[src/rtl/cbus_arbiter.sv]
// Two-master arbiter: core ibus/dbus onto the single-beat memory bus (cbus).
// dbus wins ties; a consecutive-dbus-grant counter guarantees ibus progress.
//
// state  | meaning
// IDLE   | no transaction; sample ireq/dreq and grant one
// BUSY_I | latched ibus fetch on cbus, waiting for cresp_ready
// BUSY_D | latched dbus access on cbus, waiting for cresp_ready
module cbus_arbiter #(
    parameter int MAX_CONSEC_D = 4
) (
    input  logic        clk,
    input  logic        reset,
    input  logic        ireq_valid,
    input  logic [63:0] ireq_addr,
    output logic        iresp_addr_ok,
    output logic        iresp_data_ok,
    output logic [31:0] iresp_data,
    input  logic        dreq_valid,
    input  logic [63:0] dreq_addr,
    input  logic [2:0]  dreq_size,
    input  logic [7:0]  dreq_strobe,
    input  logic [63:0] dreq_data,
    output logic        dresp_addr_ok,
    output logic        dresp_data_ok,
    output logic [63:0] dresp_data,
    output logic        creq_valid,
    output logic        creq_is_write,
    output logic [2:0]  creq_size,
    output logic [63:0] creq_addr,
    output logic [7:0]  creq_strobe,
    output logic [63:0] creq_data,
    input  logic        cresp_ready,
    input  logic [63:0] cresp_data
);

    localparam int CW = (MAX_CONSEC_D < 1) ? 1 : $clog2(MAX_CONSEC_D + 1);
    localparam logic [CW-1:0] MAX_C = CW'(MAX_CONSEC_D);

    typedef enum logic [1:0] {IDLE, BUSY_I, BUSY_D} state_t;

    state_t        state, state_nxt;
    logic [CW-1:0] consec_d, consec_nxt;
    logic          grant_d, grant_i, done;

    always_comb begin
        state_nxt  = state;
        consec_nxt = consec_d;
        grant_d    = 1'b0;
        grant_i    = 1'b0;
        done       = 1'b0;
        case (state)
            IDLE: begin
                if (dreq_valid && (!ireq_valid || MAX_CONSEC_D == 0 || consec_d < MAX_C))
                    grant_d = 1'b1;
                else if (ireq_valid)
                    grant_i = 1'b1;
                if (grant_d)
                    state_nxt = BUSY_D;
                else if (grant_i)
                    state_nxt = BUSY_I;
                // The counter only tracks dbus wins while ibus is actually waiting.
                if (!ireq_valid || grant_i)
                    consec_nxt = '0;
                else if (grant_d && consec_d != MAX_C)
                    consec_nxt = consec_d + 1'b1;
            end
            BUSY_I, BUSY_D: begin
                if (cresp_ready) begin
                    done      = 1'b1;
                    state_nxt = IDLE;
                end
            end
            default: state_nxt = IDLE;
        endcase
    end

    always_ff @(posedge clk or negedge reset) begin
        if (!reset) begin
            state         <= IDLE;
            consec_d      <= '0;
            creq_valid    <= 1'b0;
            creq_is_write <= 1'b0;
            creq_size     <= 3'd0;
            creq_addr     <= 64'd0;
            creq_strobe   <= 8'd0;
            creq_data     <= 64'd0;
        end else begin
            state    <= state_nxt;
            consec_d <= consec_nxt;
            if (grant_d) begin
                creq_valid    <= 1'b1;
                creq_is_write <= |dreq_strobe;
                creq_size     <= dreq_size;
                creq_addr     <= dreq_addr;
                creq_strobe   <= dreq_strobe;
                creq_data     <= dreq_data;
            end else if (grant_i) begin
                creq_valid    <= 1'b1;
                creq_is_write <= 1'b0;
                creq_size     <= 3'd2;
                creq_addr     <= ireq_addr;
                creq_strobe   <= 8'd0;
                creq_data     <= 64'd0;
            end else if (done) begin
                creq_valid    <= 1'b0;
                creq_is_write <= 1'b0;
                creq_size     <= 3'd0;
                creq_addr     <= 64'd0;
                creq_strobe   <= 8'd0;
                creq_data     <= 64'd0;
            end
        end
    end

    // Responses are combinational so data_ok lands in the same cycle as cresp_ready.
    assign iresp_data_ok = (state == BUSY_I) && cresp_ready;
    assign iresp_addr_ok = iresp_data_ok;
    assign iresp_data    = !iresp_data_ok ? 32'd0 :
                           (creq_addr[2] ? cresp_data[63:32] : cresp_data[31:0]);

    assign dresp_data_ok = (state == BUSY_D) && cresp_ready;
    assign dresp_addr_ok = dresp_data_ok;
    assign dresp_data    = dresp_data_ok ? cresp_data : 64'd0;

endmodule

[config.mk]
export PLATFORM = sky130hd
export DESIGN_NAME = cbus_arbiter
export DESIGN_NICKNAME = d
export VERILOG_FILES = /design/src/rtl/cbus_arbiter.sv
export SDC_FILE = /design/constraint.sdc
export NUM_CORES = 1
export LEC_CHECK = 0
export BUFFER_PORTS_ARGS = -buffer_cell sky130_fd_sc_hd__buf_2
export CAP_MARGIN = 20
export CORE_AREA = 2 2 198 200
export CTS_CLUSTER_DIAMETER = 50
export DETAILED_ROUTE_END_ITERATION = 8
export DIE_AREA = 0 0 200 202
export MAX_ROUTING_LAYER = met4
export PLACE_DENSITY = 0.41
export SLEW_MARGIN = 5
export SYNTH_ARGS = -nofsm -noshare
export SYNTH_HDL_FRONTEND = slang
export SYNTH_SLANG_ARGS = --single-unit
[constraint.sdc]
create_clock -name clk -period 2 [get_ports clk]
set_clock_uncertainty 0.1 [all_clocks]
set_input_delay 0.1 -clock clk [delete_from_list [all_inputs] [get_ports clk]]
set_output_delay 0.1 -clock clk [all_outputs]
set_load 0.03 [all_outputs]
==> metrics.txt <==
Avg Synthesized Cell Area 11.8 um2; status completed; setup_tns 0 ns; Worst-path clk slew 0.06 ns; 1st-iter DRT viols 492; global route total overflow 0; grt met1 use 19.0%; DIE AREA 40400 um2; nets 1558; Clk Latency, worst-skew pair 0.42 ns; CTS Buf Count 17; Max Clk Rate 520 MHz; Critical Path Sink Type output pin; Yosys cell types 29; Slew Viols, Final 0; VDD IR max 0.483 mV; Area after DPL 10100 um2; antenna-violating nets left 0; Rows 72; syn nets 863; root buffer cell clkbuf_16; reg-to-reg endpoint creq_addr[53]; GRT met3 Usage 2.57%; Synth Area in Compound Gates 19.9%; gpl congestion 0.836; Sink Count 146; setup violators final 0; hpwl dp 21800 um; critical-path cell list inv_2 > ha_4 > buf_12 > and3_1 > clkbuf_4; Simple-Gate Fraction of Synth Area 15.7%; Multi-input gate area 2900 um2; Die Width 200 um; FF/Latch Area 3660 um2; crit path setup slack, layout 0.0764 ns; setup slack, reg-to-reg 0.11 ns; CTS tree built; HP Start ireq_addr[57]; Max Fanout on Critical Path 33; layout cells sized above 1 45.5%; Total Routing Usage GR 15.3%; slowest CP cell dfrtp_1; Final Core Density 33.9%; largest net degree at the start of global routing 67; grt peak-use layer met2; kind of critical path reg -> out; vias in the first global route 8205; Mapped Cells 586; IO Count 513; met2 Resource Use GR 25.2%; minimum clock period 1.92 ns; post-route cell area 13000 um2; buffer depth of the longest clock path 2; cell depth of the worst min-delay path 3; Die Y 202 um; mean routed wirelength per cell 17.5 um; fin crit share 96.2%; # DRC 0; worst hold path type in -> reg; Slew Limit Headroom 65.4%; register bit total from synthesis 146; worst-margin pin slew 0.520 ns; Post-Synth Adder-Cell Area 0.907%; Post-synth EDFFs 0; Cell Pwr Density 1420 nW/um2; mux contribution to synthesized area 4.79%; Port Buffers 512; Routed WL 31700 um; vias post-DR 7787; CP Data Required Time 1.80 ns; first-pass GRT wire length 46500 um; ys flop type dfrtp_1; H-tree lvl count 4; Critical Path AT 1.72 ns; Lkg Pwr 6.75 nW; Initial Utilization 18.0%; largest family of logic cells by synthesized area compound AO/OA/AOI/OAI gates; core area 38300 um2; max_cap viols 0; hold slack 0.0313 ns; Hold Path End creq_addr[57]; initial antenna violation count 0; Yosys warning count 0; Cell Area, Synth 6900 um2; fill count 3914; reg2reg start state[1]; sequential cell area fraction in the yosys report 53.0%; Synth-to-Final Area Change 88.1%; depth of the worst register-to-register path 7; Place WS 0.126 ns; Post-synth ARST share 100%; # diodes 0; Final Hold Vio Count 0; crit start category flip-flop; XOR/XNOR share of the synthesized area 0%; CP peak stage delay 0.39 ns; Via density 4.30; drt pass-1 iters 5
cells in the final DEF, fill, tap and decap left out, drive strengths merged, types with 7 or more instances in the layout:
cell type	Yosys	routed
dlygate4sd3	0	198
a22o	75	75
inv	8	15
buf	45	541
mux2i	33	33
clkinv	0	7
and3	64	64
nor3b	65	65
a221o	65	65
dfrtp	146	146
clkbuf	24	23
nor2	34	34
critical path: cells and delay by family, from the launching register on:
family | cells | cell delay [ns]
fa+ha+maj | 1 | 0.18
buf+inv | 3 | 0.49
flops | 1 | 0.39
simple gates | 1 | 0.23
cells by family (layout without fill, tap and decap cells):
| group | count (synthesis) | in the layout |
|---|---|---|
| AO/OA/AOI/OAI | 149 | 149 |
| flip-flops | 146 | 146 |
| multiplexers | 33 | 33 |
| buffers and inverters | 77 | 785 |
| AND/OR/NAND/NOR | 176 | 176 |
| adder cells (fa/ha/maj) | 5 | 5 |
cell usage after synthesis (2+ instances only):
| library cell | number | area [um2] |
|---|---|---|
| nor3b_1 | 65 | 488 |
| ha_1 | 5 | 62.6 |
| a21oi_2 | 2 | 17.5 |
| clkbuf_1 | 24 | 90.1 |
| nand2_1 | 5 | 18.8 |
| nor2_1 | 34 | 128 |
| buf_2 | 32 | 160 |
| buf_6 | 6 | 67.6 |
| buf_4 | 5 | 37.5 |
| mux2i_1 | 33 | 330 |
| nor4_1 | 2 | 12.5 |
| inv_1 | 8 | 30.0 |
| nor2b_1 | 2 | 12.5 |
| buf_1 | 2 | 7.51 |
| a22o_1 | 75 | 657 |
| a221o_1 | 65 | 651 |
| and3_1 | 64 | 400 |
| dfrtp_1 | 146 | 3650 |
routing by layer:
metal	wire length, um	part of all wire [%]	vias up
li1	-	-	3625
met1	14100	44	3851
met2	15600	49	274
met3	1420	4.5	37
met4	579	1.8	0
met5	0	0	-
how the worst max path moves through the flow:
stage                  start             end  slack, ns
floorplan           state[0]   dresp_data_ok       0.19
global placement    state[0]   creq_data[45]       0.14
global route        state[0]  dresp_data[25]     -0.002
finish              state[0]  dresp_data[25]       0.08
CTS                 state[1]   iresp_data[8]      -0.01
detailed placement  state[0]   creq_data[46]       0.13
what timing repair did:
item | in CTS | in global routing
gates cloned | 1 | 1
hold endpoints to repair | 272 | 0
hold buffers | 198 | 0
endpoints found under the setup margin | 25 | 113
pin swaps | 0 | 1
resized for setup | 37 | 29
buffers inserted | 0 | 5
where the power goes:
group	switching [W]	total, W	internal (W)
logic	0.00643	0.0102	0.00373
registers	0.000772	0.00503	0.00425
clock network	0.00155	0.00325	0.00170
total	0.00875	0.0184	0.00969
sequential cells by signal, summed over array words and instances (netlist names):
register,flops
consec_d,3
creq_addr,64
creq_data,64
creq_is_write,1
creq_size,3
creq_strobe,8
creq_valid,1
state,2
per-stage QoR:
| step | power, W | cells |
|---|---|---|
| floorplan | 0.0113 | 586 |
| global placement | 0.0146 | 1575 |
| detailed placement | 0.0146 | 1575 |
| CTS | 0.0185 | 1806 |
| global route | 0.0195 | 1812 |
| finish | 0.0184 | 1812 |
cell type report:
| type | instances | area share (%) |
|---|---|---|
| timing repair buffer | 745 | 39.5 |
| multi-input combinational | 363 | 22.3 |
| clock inverter | 15 | 1.43 |
| inverter | 8 | 0.232 |
| clock buffer | 17 | 3.28 |
| tap | 518 | 5.00 |
| sequential | 146 | 28.2 |
No activity file was read; power rests on OpenSTA's default activity.
